`src/rtl/gf180mcu_fd_sc_mcu7t5v0__deglitch.sv`:
```
// gf180mcu_fd_sc_mcu7t5v0__deglitch
// Synchronizing deglitch filter for a noisy/asynchronous inverter output.
// The input is brought into the CLK domain through a flop chain. A level is
// then accepted only after it has disagreed with the current output for
// FILT_CYCLES consecutive enabled cycles. Accepted transitions produce
// one-cycle rise/fall strobes and advance a saturating edge counter.
//
// State (single filter datapath, no enumerated FSM):
//   sync_q | synchronizer chain, sync_q[0] samples I
//   stab_q | consecutive enabled cycles on which SI != Q
//   q_q    | filtered level
//
// Ports:
//   CLK  - clock, rising edge
//   RST  - synchronous active-high reset, highest priority
//   I    - asynchronous input
//   EN   - filter enable (synchronizer runs regardless)
//   CLR  - synchronous clear of CNT and SAT
//   Q    - filtered level
//   QR   - one-cycle strobe on Q 0->1
//   QF   - one-cycle strobe on Q 1->0
//   CNT  - saturating count of Q transitions
//   SAT  - sticky: transition seen while CNT was all-ones
//   VDD, VSS - power pins, only with USE_POWER_PINS, no function
module gf180mcu_fd_sc_mcu7t5v0__deglitch #(
    parameter int SYNC_STAGES = 2,
    parameter int FILT_CYCLES = 4,
    parameter int CNT_W       = 8
) (
`ifdef USE_POWER_PINS
    inout  wire              VDD,
    inout  wire              VSS,
`endif
    input  logic             CLK,
    input  logic             RST,
    input  logic             I,
    input  logic             EN,
    input  logic             CLR,
    output logic             Q,
    output logic             QR,
    output logic             QF,
    output logic [CNT_W-1:0] CNT,
    output logic             SAT
);

    localparam int STAB_W = $clog2(FILT_CYCLES + 1);
    localparam logic [STAB_W-1:0] STAB_LAST = STAB_W'(FILT_CYCLES - 1);

    logic [SYNC_STAGES-1:0] sync_q, sync_d;
    logic [STAB_W-1:0]      stab_q, stab_d;
    logic                   q_q, q_d;
    logic                   qr_q, qr_d;
    logic                   qf_q, qf_d;
    logic [CNT_W-1:0]       cnt_q, cnt_d;
    logic                   sat_q, sat_d;
    logic                   si;
    logic                   flip;

    always_comb begin
        sync_d = {sync_q[SYNC_STAGES-2:0], I};
        si     = sync_q[SYNC_STAGES-1];

        q_d    = q_q;
        stab_d = '0;
        qr_d   = 1'b0;
        qf_d   = 1'b0;
        flip   = 1'b0;

        // Any agreeing cycle or a disabled cycle restarts the stability count,
        // so only an uninterrupted run of disagreement reaches the threshold.
        if (EN && (si != q_q)) begin
            if (stab_q == STAB_LAST) begin
                q_d  = si;
                qr_d = si;
                qf_d = ~si;
                flip = 1'b1;
            end else begin
                stab_d = stab_q + STAB_W'(1);
            end
        end

        cnt_d = cnt_q;
        sat_d = sat_q;
        // Clear wins over a same-edge increment or saturation.
        if (CLR) begin
            cnt_d = '0;
            sat_d = 1'b0;
        end else if (flip) begin
            if (&cnt_q) begin
                sat_d = 1'b1;
            end else begin
                cnt_d = cnt_q + CNT_W'(1);
            end
        end
    end

    always_ff @(posedge CLK) begin
        if (RST) begin
            sync_q <= '0;
            stab_q <= '0;
            q_q    <= 1'b0;
            qr_q   <= 1'b0;
            qf_q   <= 1'b0;
            cnt_q  <= '0;
            sat_q  <= 1'b0;
        end else begin
            sync_q <= sync_d;
            stab_q <= stab_d;
            q_q    <= q_d;
            qr_q   <= qr_d;
            qf_q   <= qf_d;
            cnt_q  <= cnt_d;
            sat_q  <= sat_d;
        end
    end

    assign Q   = q_q;
    assign QR  = qr_q;
    assign QF  = qf_q;
    assign CNT = cnt_q;
    assign SAT = sat_q;

endmodule

```
`config.mk`:
```
export PLATFORM = sky130hd
export DESIGN_NAME = gf180mcu_fd_sc_mcu7t5v0__deglitch
export DESIGN_NICKNAME = d
export VERILOG_FILES = /design/src/rtl/gf180mcu_fd_sc_mcu7t5v0__deglitch.sv
export SDC_FILE = /design/constraint.sdc
export NUM_CORES = 1
export LEC_CHECK = 0
export CAP_MARGIN = 5
export CORE_UTILIZATION = 50
export DETAILED_ROUTE_END_ITERATION = 10
export PLACE_DENSITY = 0.85
export SLEW_MARGIN = 15
export SYNTH_ARGS = -nofsm -noshare
export SYNTH_HDL_FRONTEND = slang
export SYNTH_SLANG_ARGS = --single-unit
```
`constraint.sdc`:
```
create_clock -name CLK -period 2.4 [get_ports CLK]
set_input_delay 0.48 -clock CLK [delete_from_list [all_inputs] [get_ports CLK]]
set_output_delay 0.48 -clock CLK [all_outputs]
set_load 0.1 [all_outputs]
```
# --- Yosys cells after proc, flatten, opt, wreduce, memory -nomap -nowiden ---
# Index checks and enable logic that the tools add are counted.
totals:
  register_bits: 17
  in_bits: 5
  elab_cells: 25
  out_inout_bits: 12
classes:
  n_reduce_logical: 8
  eq_ne: 2
  mux: 2
  addsub: 2
  n_bitwise: 4
ops:
  columns: ["operator", "n"]
  rows:
  - ["9-bit AND reduction", 1]
  - ["8-bit by 1-bit adder with 8-bit output, second input constant", 1]
  - ["8-bit AND reduction", 1]
  - ["3-bit OR reduction", 2]
  - ["1-bit NOT", 4]
  - ["2-bit AND reduction", 2]
  - ["3-bit by 1-bit adder with 3-bit output, second input constant", 1]
  - ["3-bit by 2-bit == test with 1-bit output, second input constant", 1]
  - ["1-bit 2-to-1 mux", 2]
  - ["2-bit OR reduction", 1]
  - ["1-bit logical AND", 1]
  - ["1-bit inequality test", 1]

# --- Depth between registers and ports, before layout ---
depth:
  depth_word: 4
  mapped_depth: 6
  mapped_depth_nobuf: 6

# --- Worst setup path before layout ---
# Ideal clock, no wire load.
synth_path:
  path_kind: "reg2reg"
  startpoint: "reg cnt_q[0] (netlist: CNT[0])"
  endpoint: "reg cnt_q[2] (netlist: CNT[2])"
  setup_ps: 116
  arrival_ps: 2023
  stages_incl_launch_ff: 5
  n_path_buf: 0
  path_slack_ps: 261
  period_less_slack_ps: 2139
  path_cell_list: "dfxtp_1 ha_1 nand3_1 o211a_1 a31o_2"
synth_between:
  elab_chain_cells: 3
  word_cells_on_any_way: 4
  cone_classes: "1 x add/sub; 1 x bitwise; 2 x reduce/logical"
synth_rtl:
  columns: ["element", "line_no", "text"]
  rows:
  - ["start: declaration", "54", "logic [CNT_W-1:0] cnt_q, cnt_d;"]
  - ["start signal: assignment", "112", "cnt_q <= cnt_d;"]
  - ["parallel branches: the longest is 3 deep, another holds 8-bit by 1-bit adder with 8-bit output", null, null]
# Several ways; the timed one is not identified.
# A chain may end at the register's enable or synchronous reset.

# --- Final worst setup path ---
layout_path:
  startpoint: "in EN"
  endpoint: "reg cnt_q[5] (netlist: CNT[5])"
layout_between:
  elab_chain_cells: 3
layout_rtl:
  columns: ["element", "line_no", "text"]
  rows:
  - ["start: declaration", "37", "input logic EN,"]
  - ["1-bit logical AND", "71", "if (EN && (si != q_q)) begin"]
  - ["1-bit 2-to-1 mux", "71", null]
  - ["2-bit AND reduction (no line)", null, null]
# Every way passes these cells.

==> flow_metrics.env <==
export IMPL_status="completed"
export IMPL_portBuffers=16
export IMPL_p_leak_nw=0.3496
export IMPL_routed_wl_um=1267
export IMPL_crit_path_max_incr_delay_ns=0.50
export IMPL_cts_sinks=17
export IMPL_wl_per_cell_um=11.41
export IMPL_yosysTopAreaCell="dfxtp_1"
export IMPL_hold_buffers=0
export IMPL_syn_nets=85
export IMPL_yosysWarnings=0
export IMPL_die_w_um=39.64
export IMPL_dp_hpwl_um=989.4
export IMPL_vdd_drop_max_mv=0.4364
export IMPL_finalHoldViolations=0
export IMPL_synth_edf_count=0
export IMPL_worst_pin_slew_ns=0.3594
export IMPL_cts_root_buf="clkbuf_4"
export IMPL_p_clk_share_pct=33.7
export IMPL_fin_util_pct=67.60
export IMPL_placementRows=13
export IMPL_syn_cell_area_sq_um=708.2
export IMPL_yosys_top_cells_area="dfxtp_1 48%, ha_1 5.3%, nand2_1 4.2%"
export IMPL_critPathCaptureType="flop"
export IMPL_setup_violations=0
export IMPL_place_gp_congestion=0.7177
export IMPL_setup_ws_ns=0.7418
export IMPL_rsz0062_at_grt="no"
export IMPL_synth_xor_area_share_pct=4.770
export IMPL_syn2layout_area_growth_pct=24.21
export IMPL_hold_path_class="reg -> reg"
export IMPL_cts_resized=0
export IMPL_grt_pass1_wl_um=2111
export IMPL_combPwrFrac_pct=3.6
export IMPL_p_sw_share_pct=21.45
export IMPL_period_share_pct=69.09
export IMPL_path_delay_family="simple AND/OR/NAND/NOR gates"
export IMPL_worst_path_buf_inv=1
export IMPL_design_area_sq_um=879.6
export IMPL_synth_top_family_by_area="simple AND/OR/NAND/NOR gates"
export IMPL_synth_mux_area_fraction_pct=1.413
export IMPL_clk_path_buf_depth=2
export IMPL_n_antenna_cell=0
export IMPL_timing_fmax_ghz=0.6031
export IMPL_cts_made_buffers=3
export IMPL_antenna_found_initial=0
export IMPL_fp_dieH_um=39.64
export IMPL_power_density_nw_per_um2=517.0
export IMPL_setup_tns_final_ns=0
export IMPL_seqPwrFrac_pct=62.7
export IMPL_drtPass1Iterations=4
export IMPL_dp_cells=107
export IMPL_drive_above_1_share_pct=20.83
export IMPL_post_synth_num_cell_types=28
export IMPL_maxSlewViolCount=0
export IMPL_drtAntennaViolNets=0
export IMPL_cp_max_fo=7
export IMPL_clk_insertion_delay_late_ns=0.29
export IMPL_grt_max_degree=10
export IMPL_relSlewSlack_pct=75.82
export IMPL_placedInstanceArea_sq_um=853.3
export IMPL_cts_tree="built"
export IMPL_worst_setup_path_start_kind="input pin"
export IMPL_start_util_pct=54.42
export IMPL_synth_simple_gate_area_share_pct=26.15
export IMPL_drtIter0Drc=11
export IMPL_mostFrequentLayoutCells="17 x dfxtp_1, 12 x buf_4, 8 x nand2_1, 8 x nor2_1, 5 x a21oi_1"
export IMPL_cts_htree_levels=1
export IMPL_synth_ff_type="dfxtp_1"
export IMPL_crit_chain="clkdlybuf4s50_1, and2_2, o211ai_2, or4_1, a21oi_1"
export IMPL_synth_compound_area_share_pct=12.72
export IMPL_ys_seq_area_share_pct=48.06
export IMPL_slowest_stage="clkdlybuf4s50_1"
export IMPL_cell_internal_pwr_mw=0.3572
export IMPL_ff2ff_setup_slack_ns=0.78
export IMPL_critPathRequiredTime_ns=2.63
export IMPL_pre_cts_ws_ns=0.4491
export IMPL_route_detailed_drc=0
export IMPL_cts_setup_buffers=0
export IMPL_num_vias=616
export IMPL_path_class="in -> reg"
export IMPL_ys_seq_elements=17
export IMPL_layout_min_cycle_time_ns=1.658
export IMPL_grt_overflow_total=0
export IMPL_finClkSkew_ns=0.001353
export IMPL_mostFrequentLayoutCell="dfxtp_1"
export IMPL_core_area_sq_um=1301
export IMPL_die_area_sq_um=1571
export IMPL_clk_pin_slew_worst_paths_ns=0.10
export IMPL_pin_count=17
export IMPL_fin_nets=105
export IMPL_synthAdderAreaFrac_pct=5.300
export IMPL_async_reset_ff_share_pct=0
export IMPL_vias_per_cell=5.550
export IMPL_synth_top_area_share_pct=48.06
export IMPL_grt_pass1_vias=539
export IMPL_cap_violations=0
export IMPL_grt_usage_pct=20.81
export IMPL_instances_no_fill=111
export IMPL_switching_power_mw=0.09753
export IMPL_syn_area_per_cell_sq_um=9.197
export IMPL_synthCells=77
export IMPL_worstPathArrival_ns=1.89
## cell usage after synthesis, types with 2 or more instances
| library cell | n |
|---|---|
| nor2b_1 | 2 |
| nor2_1 | 8 |
| a21oi_1 | 5 |
| dfxtp_1 | 17 |
| or3_1 | 2 |
| ha_1 | 3 |
| nand3_1 | 4 |
| nor3_1 | 4 |
| nor4_1 | 2 |
| and3_1 | 2 |
| nand2_1 | 8 |
| inv_1 | 2 |
| o21ai_0 | 2 |
| xnor2_1 | 2 |
## sequential cells by signal (all words and copies together) (netlist names)
register,flops
stab_q,3
QR,1
Q,1
QF,1
SAT,1
CNT,8
sync_q,2
## metal layers
metal,track usage [%],vias to the layer above,part of all wire [%]
met5,0,-,0
met4,10.34,0,2.8
met3,6.818,4,4.2
met2,33.20,14,49
met1,24.56,287,44
li1,-,311,-
## power by group through the flow
stage,logic (mW),clock network [mW],registers (mW)
after CTS,0.0164,0.155,0.285
after detailed placement,0.0164,0,0.292
after global placement,0.0160,0,0.292
after global routing,0.0180,0.167,0.286
after floorplan,0.00688,0,0.292
final,0.0162,0.153,0.285
## cell families (layout without fill, tap and decap cells)
group / count (synthesis) / in the layout
buf+inv: 3 / 22
mux: 1 / 1
fa+ha+maj: 3 / 3
xor+xnor: 3 / 3
compound gates: 13 / 13
simple gates: 37 / 37
flops: 17 / 17
## area by class of cell
class,instances,area (sq um)
Inverter,2,7.507
Tap cell,15,18.77
Clock buffer,4,26.28
Fill cell,117,421.7
Timing Repair Buffer,16,130.1
Sequential cell,17,340.3
Multi-Input combinational cell,57,356.6
## path summary, 6_finish.rpt
check | start | endpoint | cells after the start
max | EN | CNT[5] | 5
min | stab_q[0] | stab_q[0] | 1
max reg2reg | stab_q[0] | CNT[5] | 6
min reg2reg | stab_q[0] | stab_q[0] | 1
## through the flow
stage	total power, mW	hold WS, ns
2_1_floorplan	0.2984	0.3974
3_3_place_gp	0.3077	0.4080
3_5_place_dp	0.3083	0.4173
4_1_cts	0.4564	0.4310
5_1_grt	0.4709	0.4452
6_report	0.4548	0.4263
Note: power is estimated with default switching activity, not from simulation.
